[src/rtl/sr_ff_driver.sv]
// Handshaked driver for an external SR flip-flop: pulses S or R toward a requested state,
// waits a settle window, then checks the fed-back outputs. Optional: SR_FF_DRIVER_QN_CHECK_EN.
module sr_ff_driver #(
   parameter int unsigned SETTLE_CYCLES = 1,
   parameter int unsigned ERR_CNT_W     = 8
) (
   input  logic                 clk,
   input  logic                 rst,
   input  logic                 req_valid,
   input  logic                 req_q,
   output logic                 req_ready,
   input  logic                 q_fb,
   input  logic                 qn_fb,
   output logic                 s,
   output logic                 r,
   output logic                 busy,
   output logic                 done,
   output logic                 mismatch,
   output logic [ERR_CNT_W-1:0] err_cnt
);

   localparam int unsigned CNT_W = (SETTLE_CYCLES > 1) ? $clog2(SETTLE_CYCLES) : 1;
   localparam logic [ERR_CNT_W-1:0] ERR_MAX = '1;

   typedef enum logic [1:0] {StIdle, StDrive, StSettle, StDone} state_e;

   state_e               state_q;
   logic                 tgt_q;
   logic [CNT_W-1:0]     cnt_q;
   logic                 s_q;
   logic                 r_q;
   logic                 ready_q;
   logic                 busy_q;
   logic                 done_q;
   logic                 mism_q;
   logic [ERR_CNT_W-1:0] err_q;
   logic                 fail;

`ifdef SR_FF_DRIVER_QN_CHECK_EN
   always_comb begin
      fail = (q_fb != tgt_q) || (qn_fb != !tgt_q);
   end
`else
   logic unused_qn_fb;
   assign unused_qn_fb = qn_fb;

   always_comb begin
      fail = (q_fb != tgt_q);
   end
`endif

   always_ff @(posedge clk) begin
      if (!rst) begin
         state_q <= StIdle;
         tgt_q   <= 1'b0;
         cnt_q   <= '0;
         s_q     <= 1'b0;
         r_q     <= 1'b0;
         ready_q <= 1'b1;
         busy_q  <= 1'b0;
         done_q  <= 1'b0;
         mism_q  <= 1'b0;
         err_q   <= '0;
      end else begin
         // Pulse-type outputs default low; only the state that owns them raises them.
         s_q    <= 1'b0;
         r_q    <= 1'b0;
         done_q <= 1'b0;
         mism_q <= 1'b0;
         unique case (state_q)
            StIdle: begin
               if (req_valid) begin
                  tgt_q   <= req_q;
                  // Excitation from the state seen at acceptance; equal states mean hold.
                  s_q     <= req_q & ~q_fb;
                  r_q     <= ~req_q & q_fb;
                  ready_q <= 1'b0;
                  busy_q  <= 1'b1;
                  state_q <= StDrive;
               end
            end
            StDrive: begin
               cnt_q   <= CNT_W'(SETTLE_CYCLES - 1);
               state_q <= StSettle;
            end
            StSettle: begin
               if (cnt_q == '0) begin
                  done_q  <= 1'b1;
                  mism_q  <= fail;
                  if (fail && (err_q != ERR_MAX)) begin
                     err_q <= err_q + ERR_CNT_W'(1);
                  end
                  state_q <= StDone;
               end else begin
                  cnt_q <= cnt_q - CNT_W'(1);
               end
            end
            StDone: begin
               ready_q <= 1'b1;
               busy_q  <= 1'b0;
               state_q <= StIdle;
            end
            default: begin
               ready_q <= 1'b1;
               busy_q  <= 1'b0;
               state_q <= StIdle;
            end
         endcase
      end
   end

   assign s         = s_q;
   assign r         = r_q;
   assign req_ready = ready_q;
   assign busy      = busy_q;
   assign done      = done_q;
   assign mismatch  = mism_q;
   assign err_cnt   = err_q;

endmodule

[config.mk]
export PLATFORM = sky130hd
export DESIGN_NAME = sr_ff_driver
export DESIGN_NICKNAME = d
export VERILOG_FILES = /design/src/rtl/sr_ff_driver.sv
export SDC_FILE = /design/constraint.sdc
export NUM_CORES = 1
export LEC_CHECK = 0
export ABC_AREA = 1
export BUFFER_PORTS_ARGS = -buffer_cell sky130_fd_sc_hd__clkbuf_2
export CAP_MARGIN = 20
export CORE_MARGIN = 3
export CORE_UTILIZATION = 50
export CTS_BUF_LIST = sky130_fd_sc_hd__clkbuf_16
export DETAILED_ROUTE_END_ITERATION = 7
export GPL_TIMING_DRIVEN = 0
export PLACE_DENSITY = 0.75
export SYNTH_ARGS = -nofsm -noshare
export SYNTH_HDL_FRONTEND = slang
export SYNTH_SLANG_ARGS = --single-unit
[constraint.sdc]
create_clock -name clk -period 3.2 [get_ports clk]
set_input_delay 0.64 -clock clk [delete_from_list [all_inputs] [get_ports clk]]
set_output_delay 0.64 -clock clk [all_outputs]
set_load 0.1 [all_outputs]
* Word-level counts from Yosys, hierarchy flattened
Index checks and enable logic that the tools add are counted.
Storage, ports and cells: bits in registers 18, input bits 6, output and inout port bits 14, logic and storage cells 47
Cells by class: add/sub/neg operators 2, equality and inequality tests 7, multiplexer cells 10, bitwise logic cells 7, reductions and logical operators 11
Operators by type and width (count):
- adder 8 x 1 -> 8 bit, second input constant | 1
- inequality test 8 bit, second input constant | 1
- one-hot mux 2 bit (4 select lines) | 1
- AND reduction 2 bit | 4
- one-hot mux 1 bit (2 select lines) | 3
- AND reduction 3 bit | 2
- inverter 1 bit | 5
- equality test 2 bit, second input constant | 2
- 2-to-1 mux 1 bit | 4
- 2-to-1 mux 2 bit | 2
- inequality test 2 bit, second input constant | 2
- nonzero test 2 bit | 2
- OR reduction 3 bit | 1
- bitwise AND 1 bit | 2
- equality test 2 x 1 -> 1 bit, second input constant | 1
- logical NOT 2 bit | 1
- logical AND 1 bit | 1
- inequality test 1 bit | 1
- subtractor 1 bit, second input constant | 1

* Logic depth before layout (Yosys ltp)
Gate-level depths: netlist of run 1.
depth in word-level cells 3, gate-level depth with buffers 8, mapped depth without buffers 8

* Worst setup path before layout of run 1
Ideal clock, no wire load.
kind register -> register, start point reg err_q[1], in the netlist err_cnt[1], end point reg err_q[4], in the netlist err_cnt[4], setup time 0.119 ns, data arrival time 1.903 ns, required time 3.081 ns, slack 1.177 ns, stages on the path, launching flop included 9, buffers on the path 0, period minus slack after synthesis 2.023 ns, cells stage by stage dfxtp_1 -> ha_1 -> nand2_1 -> inv_1 -> nand2_1 -> nor2_1 -> nand3_1 -> nand2_1 -> nor2_1
On the way: word-level cells in the longest chain between the ends 3, elaborated cells on any way between the ends 4, classes of those cells 1 x add/sub; 1 x eq/ne; 2 x reduce/logical
RTL lines:
- start: declaration | RTL line 36 | logic [ERR_CNT_W-1:0] err_q;
- start signal: assignment | RTL line 91 | err_q <= err_q + ERR_CNT_W'(1);
- parallel branches: the longest is 3 deep, another holds adder 8 x 1 -> 8 bit
Parallel ways; which one is timed is not known. A chain may end at the register's enable or synchronous reset.

* Worst setup path in the final report of run 1
start point reg err_q[6], in the netlist err_cnt[6], end point out err_cnt[6]
RTL lines:
- end: declaration | RTL line 19 | output logic [ERR_CNT_W-1:0] err_cnt
No word-level cell between the ends.

==> out/metrics.cfg, run 1 <==
[floorplan]
floorplan.core_area_um2 = 1560
design.die.area_um2 = 2220
io_pins = 20
floorplan.die.height_um = 47.2
std_cell_rows = 14
die_x_um = 47.2
effective_utilization_at_floorplan_pct = 54.3

[cts]
ctsHtreeMaxLevel = 1
clk_pin_slew_worst_paths_ns = 0.05
ctsRootBufferMaster = clkbuf_16
ctsLongestPathBuffers = 2
postCtsHoldBufs = 0
cts_tree = built
insertion_delay_ns = 0.25
clock_buffers_created_by_tritoncts = 3
post_cts_buffers = 0
cts.sinks = 17
cts_resized = 0

[global_routing]
globalRouteTotalUtil_pct = 15.2
grt.overflow.total = 0
grt_max_degree = 11
first_pass_grt_wire_length_um = 2440
antenna_found_initial = 0
grt_pass1_vias = 603

[critical_path]
worst-endpoint-required_ns = 2.56
worstSetupStartpoint = err_cnt[6]
cpMaxStageDelayCell = clkbuf_2
criticalPathCategory = register to output pin
worst_setup_path_start_kind = register
timing.critical_path.to = err_cnt[6]
rr_worst_depth = 8
worstPathMaxFanout = 6
crit_cells = 1
cp_data_arrival_time_ns = 1.15
worst-path-buf-inv = 1
worst_r2r_startpoint = err_cnt[0]
crit_path_end_kind = output pin
crit_family = buffers and inverters
timing.critical_path.cells = clkbuf_2
timing.reg2reg.setup_slack_ns = 1.90
reg2reg_to = err_cnt[4]
peak_per_stage_delay_on_the_critical_path_ns = 0.49

[timing]
skew_ns = 0.00289
finalHoldViolCount = 0
max_freq_mhz = 559
final.setup.tns_ns = 0
final-max-slew-violation-count = 0
finalWorstPathRequiredPeriod_ns = 1.79
transition_time_at_the_pin_with_the_least_slew_margin_ns = 0.541
post-route-period-util_pct = 55.9
setup_viol_count_final = 0
grt_setup_unrepaired = false
max-slew-margin-rel_pct = 64.1

[yosys]
netlist_top_cells_area = dfxtp_1 40%, nand2_1 10%, inv_1 8.0%
postSynthCellCount = 115
synth_top_area_share_pct = 40.2
yosys_warnings = 0
synth.cell_area_um2 = 847
avgSynthCellArea_um2 = 7.37
synth_nets = 125
netlist-cell-type-count = 22
synth_top_cell_by_area = dfxtp_1
synth_seq_cells = 17
proportion_of_synthesized_chip_area_in_sequential_cells_pct = 40.2

[finish]
final_nets = 148
mostFrequentLayoutCell = nand2_1
num_antenna_cells = 0
syn2layout_area_growth_pct = 22.5
fillerInstances = 134
layout_common_cells = 23 x nand2_1, 18 x inv_1, 18 x clkbuf_2
drive_above_1_share_pct = 25.5

[detailed_routing]
drt-pass1-iter-count = 4
post_drt_wl_per_cell_um = 10.4
detail_route.drc_violations = 0
initialDrtViolationCount = 8
postRouteWirelength_um = 1590
drtAntennaViolNets = 0
route.detailed.vias_per_inst = 4.78
total_via_count_after_detailed_routing = 732

[min_path]
holdCritPathClass = register to register
hold_path_startpoint = busy

[pwr]
ir_worst_vdd_mv = 0.553
leak_pwr_uw = 0.000539
fin_total_pwr_uw = 899
powerDensity_nw_per_um2 = 867

[placement]
place.gp.congestion = 0.771
placement.io_buffers = 18
dpl.hpwl_um = 1220

[flow_run]
cap_violations = 0

[run_status]
run_status = finished clean

-- cells in the mapped netlist --
library cell	instances
o21a_1	1
nand2_1	23
nand3_1	7
nand2_4	1
clkinv_2	1
a21oi_1	7
o211ai_1	1
inv_1	18
buf_4	1
ha_1	4
nand3b_1	1
nor2_8	1
nand3_2	1
nand2_2	2
dfxtp_1	17
inv_2	1
o21ai_0	5
nand4_1	1
nand3_4	1
nor2_2	4
nor2_1	15
nor3_1	2
-- state kept, by name, indices dropped and copies added, names as in the netlist --
name,cells
err_cnt,8
state_q,2
busy,1
done,1
mismatch,1
r,1
req_ready,1
s,1
tgt_q,1
-- worst min-delay path by stage --
stage,cells past startpoint,slack (ns),end
CTS,2,0.47,busy
global route,2,0.50,busy
floorplan,2,0.47,state_q[1]
detailed placement,2,0.46,busy
finish,2,0.47,busy
global placement,2,0.44,busy
-- cells by family after synthesis --
kind of cell / Yosys count / synth area share (%)
adders and majority gates: 4 / 5.91
and+or+nand+nor: 59 / 35.2
buffers and inverters: 21 / 9.90
AOI/OAI and AO/OA: 14 / 8.86
DFF: 17 / 40.2
-- area by class of cell --
type | count | area, um^2 | share of cell area, %
buffer | 1 | 7.51 | 0.724
clock inverter | 1 | 5.00 | 0.483
tap | 16 | 20.0 | 1.93
inverter | 20 | 76.3 | 7.36
sequential | 17 | 340 | 32.8
timing repair buffer | 18 | 90.1 | 8.69
clock buffer | 3 | 75.1 | 7.24
multi-input combinational | 77 | 423 | 40.8
-- routing by layer --
metal / routed length (um) / global-route usage [%] / share of wire (%) / up-vias
li1: - / - / - / 405
met4: 21 / 6.63 / 1.3 / 0
met3: 57 / 2.30 / 3.6 / 4
met2: 728 / 24.1 / 46 / 14
met1: 784 / 20.3 / 49 / 309
met5: 0 / 0 / 0 / -
-- where the power goes --
group          switching (uW)  internal (uW)
clock network            80.8            167
registers                24.5            253
logic                     298           76.3
-- worst min-delay path: stages, from the launching register on --
cell and delay (ns):
dfxtp_1 0.31, nand2_1 0.06, a21oi_1 0.05
-- through the flow --
step	cells	utilization [%]	cell area, um^2	setup WS, ns	hold slack, ns
after floorplan	115	-	847	1.18	0.467
after global placement	149	61.4	957	1.69	0.443
after detailed placement	149	61.4	957	1.68	0.460
after CTS	153	66.5	1040	1.42	0.468
after global routing	153	66.5	1040	1.35	0.500
final	153	66.5	1040	1.41	0.466
Note: power is estimated with default switching activity, not from simulation.
==> inputs of run 2 (changes only) <==
Settings changed: ABC_AREA 1 to 0, CORE_UTILIZATION 50 to 44, PLACE_DENSITY 0.75 to 0.72.
Clock period 3.2 ns to 1.4 ns, I/O delays scaled along.
==> out/metrics.cfg, run 2 <==
[detailed_routing]
detail_route.drc_violations = 0  ; unchanged
route.detailed.vias_per_inst = 5.47  ; was 4.78
post_drt_wl_per_cell_um = 14.4  ; was 10.4 um
drtAntennaViolNets = 0  ; unchanged
drt-pass1-iter-count = 4  ; unchanged
postRouteWirelength_um = 1710  ; was 1590 um
total_via_count_after_detailed_routing = 651  ; was 732
initialDrtViolationCount = 17  ; was 8

[critical_path]
worst-path-buf-inv = 1  ; unchanged
cpMaxStageDelayCell = dfxtp_4  ; was clkbuf_2
worst_setup_path_start_kind = register  ; unchanged
criticalPathCategory = register to register  ; was register to output pin
timing.critical_path.cells = ha_4 -> nand3_4 -> o211ai_4 -> buf_6 -> or3_4 -> a21oi_2  ; was clkbuf_2
crit_path_end_kind = register  ; was output pin
crit_family = simple AND/OR/NAND/NOR gates  ; was buffers and inverters
cp_data_arrival_time_ns = 1.57  ; was 1.15 ns
worst-endpoint-required_ns = 1.57  ; was 2.56 ns
peak_per_stage_delay_on_the_critical_path_ns = 0.36  ; was 0.49 ns
worstPathMaxFanout = 6  ; unchanged

[placement]
dpl.hpwl_um = 1040  ; was 1220 um
dp_cells = 112  ; was 149
dp_worst_setup_slack_ns = -0.0614  ; was 1.68 ns
place.gp.congestion = 0.776  ; was 0.771
placement.io_buffers = 18  ; unchanged

[floorplan]
effective_utilization_at_floorplan_pct = 51.0  ; was 54.3%
io_pins = 20  ; unchanged
design.die.area_um2 = 2160  ; was 2220 um^2
std_cell_rows = 13  ; was 14
floorplan.core_area_um2 = 1420  ; was 1560 um^2
die_x_um = 46.5  ; was 47.2 um
floorplan.die.height_um = 46.5  ; was 47.2 um

[pwr]
fin_total_pwr_uw = 1920  ; was 899 uW
powerDensity_nw_per_um2 = 1830  ; was 867 nW/um^2
leak_pwr_uw = 0.000453  ; was 0.000539 uW
ir_worst_vdd_mv = 1.13  ; was 0.553 mV

[cts]
cts_tree = built  ; unchanged
ctsRootBufferMaster = clkbuf_16  ; unchanged
insertion_delay_ns = 0.25  ; about the same
clk_pin_slew_worst_paths_ns = 0.05  ; about the same
clock_buffers_created_by_tritoncts = 3  ; unchanged
cts.sinks = 17  ; unchanged
postCtsHoldBufs = 0  ; unchanged
ctsLongestPathBuffers = 2  ; unchanged
ctsHtreeMaxLevel = 1  ; unchanged

[min_path]
holdCritPathClass = primary input to register  ; was register to register

[timing]
grt_setup_unrepaired = true  ; was false
skew_ns = 0.00358  ; was 0.00289 ns
finalWorstPathRequiredPeriod_ns = 1.40
final-max-slew-violation-count = 0  ; unchanged
final.setup.tns_ns = 0  ; unchanged
max-slew-margin-rel_pct = 64.2  ; was 64.1%
max_freq_mhz = 715
setup_viol_count_final = 0  ; unchanged
finalHoldViolCount = 0  ; unchanged
worst_slack_ns = 0.00122  ; was 1.41 ns
post-route-period-util_pct = 99.9
transition_time_at_the_pin_with_the_least_slew_margin_ns = 0.540  ; was 0.541 ns

[finish]
drive_above_1_share_pct = 46.2  ; was 25.5%
mostFrequentLayoutCell = clkbuf_2  ; was nand2_1
num_antenna_cells = 0  ; unchanged
post_layout_nonfiller_instances = 119  ; was 153
final_nets = 115  ; was 148
fillerInstances = 108  ; was 134
largest_register_ffs = 8  ; unchanged
syn2layout_area_growth_pct = 45.1  ; was 22.5%
layout_common_cells = 17 x clkbuf_2, 9 x a21oi_1, 7 x dfxtp_4  ; was 23 x nand2_1, 18 x inv_1, 18 x clkbuf_2
fin_util_pct = 74.0  ; was 66.5%

[yosys]
synth.cell_area_um2 = 722  ; was 847 um^2
netlist_top_cells_area = dfxtp_1 47%, a21oi_1 6.9%, ha_1 6.9%  ; was dfxtp_1 40%, nand2_1 10%, inv_1 8.0%
synth.top_cells.by_count = 17 x dfxtp_1, 10 x a21oi_1, 6 x nand3_1, 6 x nor2_1  ; was 23 x nand2_1, 18 x inv_1, 17 x dfxtp_1
ys_async_sr_fraction_pct = 0  ; unchanged
postSynthCellCount = 79  ; was 115
synth_top_area_share_pct = 47.1  ; was 40.2%
avgSynthCellArea_um2 = 9.14  ; was 7.37 um^2
yosysMostFrequentCell = dfxtp_1  ; was nand2_1
synth_top_cell_by_area = dfxtp_1  ; unchanged
synth_nets = 89  ; was 125
netlist-cell-type-count = 21  ; was 22
yosys_warnings = 0  ; unchanged
yosys_most_used_dff = dfxtp_1  ; unchanged
synth_seq_cells = 17  ; unchanged
proportion_of_synthesized_chip_area_in_sequential_cells_pct = 47.1  ; was 40.2%
synth_enable_flop_cells = 0  ; unchanged

[global_routing]
first_pass_grt_wire_length_um = 2590  ; was 2440 um
antenna_found_initial = 0  ; unchanged
globalRouteTotalUtil_pct = 17.5  ; was 15.2%
grt_pass1_vias = 594  ; was 603
grt.overflow.total = 0  ; unchanged
grt_max_degree = 11  ; unchanged

[run_status]
run_status = finished clean  ; unchanged

[flow_run]
cap_violations = 0  ; unchanged

[run 2: changes by cell type in the layout (fill, tap and decap cells not counted), sizes merged, moves of 2 or more]
cell / change
xor2: +2
nor3: -2
nand3: -3
nor3b: +2
nor2: -14
inv: -15
mux2i: +2
o31ai: +3
or4: +3
buf: +4
a21oi: +3
or3: +3
nand2: -21
[run 2: metal layers]
| layer | share of wire, % | vias up | track usage (%) |
|---|---|---|---|
| met5 | 0 | - | 0 |
| met4 | 2.1 | 0 | 11.4 |
| met3 | 5.4 | 6 | 4.30 |
| met2 | 50 | 23 | 27.5 |
| met1 | 42 | 289 | 20.9 |
| li1 | - | 333 | - |
[run 2: cells by family (layout without fill, tap and decap cells)]
logic type	after synthesis	count (layout)	synth area share, %
AND/OR/NAND/NOR	29	29	21.3
AO/OA/AOI/OAI	19	19	15.3
flip-flops	17	17	47.1
buffers and inverters	6	31	4.16
adder cells (fa/ha/maj)	4	4	6.93
XOR/XNOR	2	2	2.43
multiplexers	2	2	2.77
[run 2: what timing repair did]
action,in CTS,in global routing
resized for setup,10,8
endpoints found under the setup margin,4,9
cloned,1,0
buffers inserted,2,0
pin swaps,4,5
[run 2: through the flow]
step                hold slack [ns]  cell area, um^2
floorplan                     0.356              767
global placement              0.452              876
detailed placement            0.463              876
CTS                           0.222             1030
global route                  0.242             1050
finish                        0.220             1050
[run 2: final timing paths]
path / from / endpoint / slack, ns / depth (start not counted)
worst max-delay path: err_cnt[1] / err_cnt[3] / 0.001 / 6
worst min-delay path: req_q / r / 0.22 / 2
worst max register to register: err_cnt[1] / err_cnt[3] / 0.001 / 6
worst min register to register: tgt_q / tgt_q / 0.47 / 2
[run 2: final cells by class]
class                      count  area, um^2  area share, %
sequential                    17         372           35.5
multi-input combinational     56         427           40.7
clock inverter                 1        5.00          0.478
clock buffer                   3        75.1           7.17
timing repair buffer          21         120           11.5
buffer                         2        15.0           1.43
tap                           15        18.8           1.79
inverter                       4        15.0           1.43
[run 2: power breakdown]
| part | internal [uW] | switching [uW] | total, uW |
|---|---|---|---|
| clock network | 382 | 190 | 572 |
| registers | 560 | 66.9 | 627 |
| logic | 198 | 522 | 720 |
==> inputs of run 3 (changes only) <==
Settings changed: SETUP_SLACK_MARGIN from default to 0.15.
==> out/metrics.cfg, run 3 (synthesized netlist as in run 2, its figures left out) <==
[pwr]
power.net_switching_uw = 796  ; was 779 uW
share_comb_of_total_power_pct = 39.2  ; was 37.5%
power.share.clock_pct = 29.1  ; was 29.8%
powerDensity_nw_per_um2 = 1710  ; was 1830 nW/um^2
internal_power_uw = 1180  ; was 1140 uW
sequentialPowerShare_pct = 31.8  ; was 32.7%
sw_ratio_pct = 40.3  ; was 40.6%
ir_worst_vdd_mv = 1.78  ; was 1.13 mV
leak_pwr_uw = 0.000489  ; was 0.000453 uW

[floorplan]
design.die.area_um2 = 2160  ; unchanged
std_cell_rows = 13  ; unchanged
effective_utilization_at_floorplan_pct = 51.0  ; unchanged
floorplan.die.height_um = 46.5  ; unchanged
die_x_um = 46.5  ; unchanged
io_pins = 20  ; unchanged
floorplan.core_area_um2 = 1420  ; unchanged

[detailed_routing]
post_drt_wl_per_cell_um = 14.0  ; was 14.4 um
route.detailed.vias_per_inst = 5.50  ; was 5.47
drt-pass1-iter-count = 4  ; unchanged
total_via_count_after_detailed_routing = 676  ; was 651
initialDrtViolationCount = 23  ; was 17
postRouteWirelength_um = 1720  ; was 1710 um
drtAntennaViolNets = 0  ; unchanged
detail_route.drc_violations = 0  ; unchanged

[placement]
dpl.hpwl_um = 1040  ; unchanged
detailed_place.area_um2 = 876  ; unchanged
placement.io_buffers = 18  ; unchanged
place.gp.congestion = 0.776  ; unchanged
dp_worst_setup_slack_ns = -0.0614  ; unchanged
dp_cells = 112  ; unchanged

[run_status]
run_status = finished clean  ; unchanged

[finish]
drive_above_1_share_pct = 50.9  ; was 46.2%
syn2layout_area_growth_pct = 60.0  ; was 45.1%
layout_common_cells = 10 x clkbuf_4, 9 x a21oi_1, 7 x dfxtp_4  ; was 17 x clkbuf_2, 9 x a21oi_1, 7 x dfxtp_4
fillerInstances = 81  ; was 108
final_nets = 119  ; was 115
multi_input_area_um2 = 449  ; was 427 um^2
num_antenna_cells = 0  ; unchanged
fin_util_pct = 81.6  ; was 74.0%
mostFrequentLayoutCell = clkbuf_4  ; was clkbuf_2
largest_register_ffs = 8  ; unchanged
post_layout_nonfiller_instances = 123  ; was 119
layout.area.seq_um2 = 372  ; unchanged
layout.cell_area.non_filler_um2 = 1150  ; was 1050 um^2

[critical_path]
criticalPathCategory = register to register  ; unchanged
worstPathMaxFanout = 6  ; unchanged
worst_setup_path_start_kind = register  ; unchanged
worst-endpoint-required_ns = 1.51  ; was 1.57 ns
cp_data_arrival_time_ns = 1.50  ; was 1.57 ns
crit_path_end_kind = register  ; unchanged

[cts]
ctsHtreeMaxLevel = 1  ; unchanged
clk_pin_slew_worst_paths_ns = 0.05  ; about the same
ctsRootBufferMaster = clkbuf_16  ; unchanged
cts.sinks = 17  ; unchanged
clock_buffers_created_by_tritoncts = 3  ; unchanged
insertion_delay_ns = 0.25  ; about the same
ctsLongestPathBuffers = 2  ; unchanged
postCtsHoldBufs = 0  ; unchanged
cts_tree = built  ; unchanged

[timing]
max-slew-margin-rel_pct = 67.2  ; was 64.2%
skew_ns = 0.000687  ; was 0.00358 ns
transition_time_at_the_pin_with_the_least_slew_margin_ns = 0.492  ; was 0.540 ns
max_freq_mhz = 721  ; was 715 MHz
post-route-period-util_pct = 99.0  ; was 99.9%
final-max-slew-violation-count = 0  ; unchanged
finalHoldViolCount = 0  ; unchanged
worst_slack_ns = 0.0139  ; was 0.00122 ns
setup_viol_count_final = 0  ; unchanged
hold_ws_ns = 0.221  ; was 0.220 ns
grt_setup_unrepaired = true  ; unchanged
finalWorstPathRequiredPeriod_ns = 1.39  ; was 1.40 ns

[min_path]
holdCritPathClass = primary input to register  ; unchanged

[global_routing]
grt.overflow.total = 0  ; unchanged
globalRouteTotalUtil_pct = 18.5  ; was 17.5%
first_pass_grt_wire_length_um = 2730  ; was 2590 um
antenna_found_initial = 0  ; unchanged
grt_pass1_vias = 623  ; was 594
grt_max_degree = 11  ; unchanged

[flow_run]
cap_violations = 0  ; unchanged

## run 3: power by group through the flow
stage	clock network [uW]	logic [uW]	registers [uW]
6_report	575	773	627
5_1_grt	606	827	636
4_1_cts	575	741	613
3_5_place_dp	0	650	615
3_3_place_gp	0	632	613
2_1_floorplan	0	244	909
## run 3: what timing repair did
action / 4_1_cts / 5_1_grt
gates resized for setup: 25 / 20
setup endpoints to repair: 22 / 16
cloned: 1 / 0
pin swaps: 7 / 7
buffers inserted: 3 / 3
## run 3: area by class of cell
type / count / area share [%]
plain buffers: 2 / 1.30
clock buffers: 3 / 6.50
clock inverters: 1 / 0.433
inverters: 4 / 1.30
multi-input cells: 56 / 38.9
flip-flops and latches: 17 / 32.2
well taps: 15 / 1.63
repair buffers: 25 / 17.8
## run 3: path summary, 6_finish.rpt
check / depth (start not counted) / start / slack (ns) / endpoint
worst max-delay path: 5 / err_cnt[5] / 0.01 / err_cnt[1]
worst min-delay path: 2 / req_q / 0.22 / r
worst max register to register: 5 / err_cnt[5] / 0.01 / err_cnt[1]
worst min register to register: 2 / tgt_q / 0.47 / tgt_q
## run 3: stage by stage
stage                     power [uW]  setup TNS (ns)
final                           1980               0
after global routing            2070          -0.249
after CTS                       1930               0
after detailed placement        1270         -0.0854
after global placement          1240         -0.0856
after floorplan                 1150          -0.521
## run 3: critical path, cell delays in order (launching register included)
cell      delay, ns
dfxtp_4        0.36
nand4_1        0.19
o211ai_4       0.32
buf_6          0.16
mux2i_1        0.17
nor2_1         0.05
## run 3: layer usage
layer	part of all wire (%)	track usage, %
met5	0	0
met4	0.93	12.5
met1	46	22.8
met2	48	28.0
met3	4.6	4.30
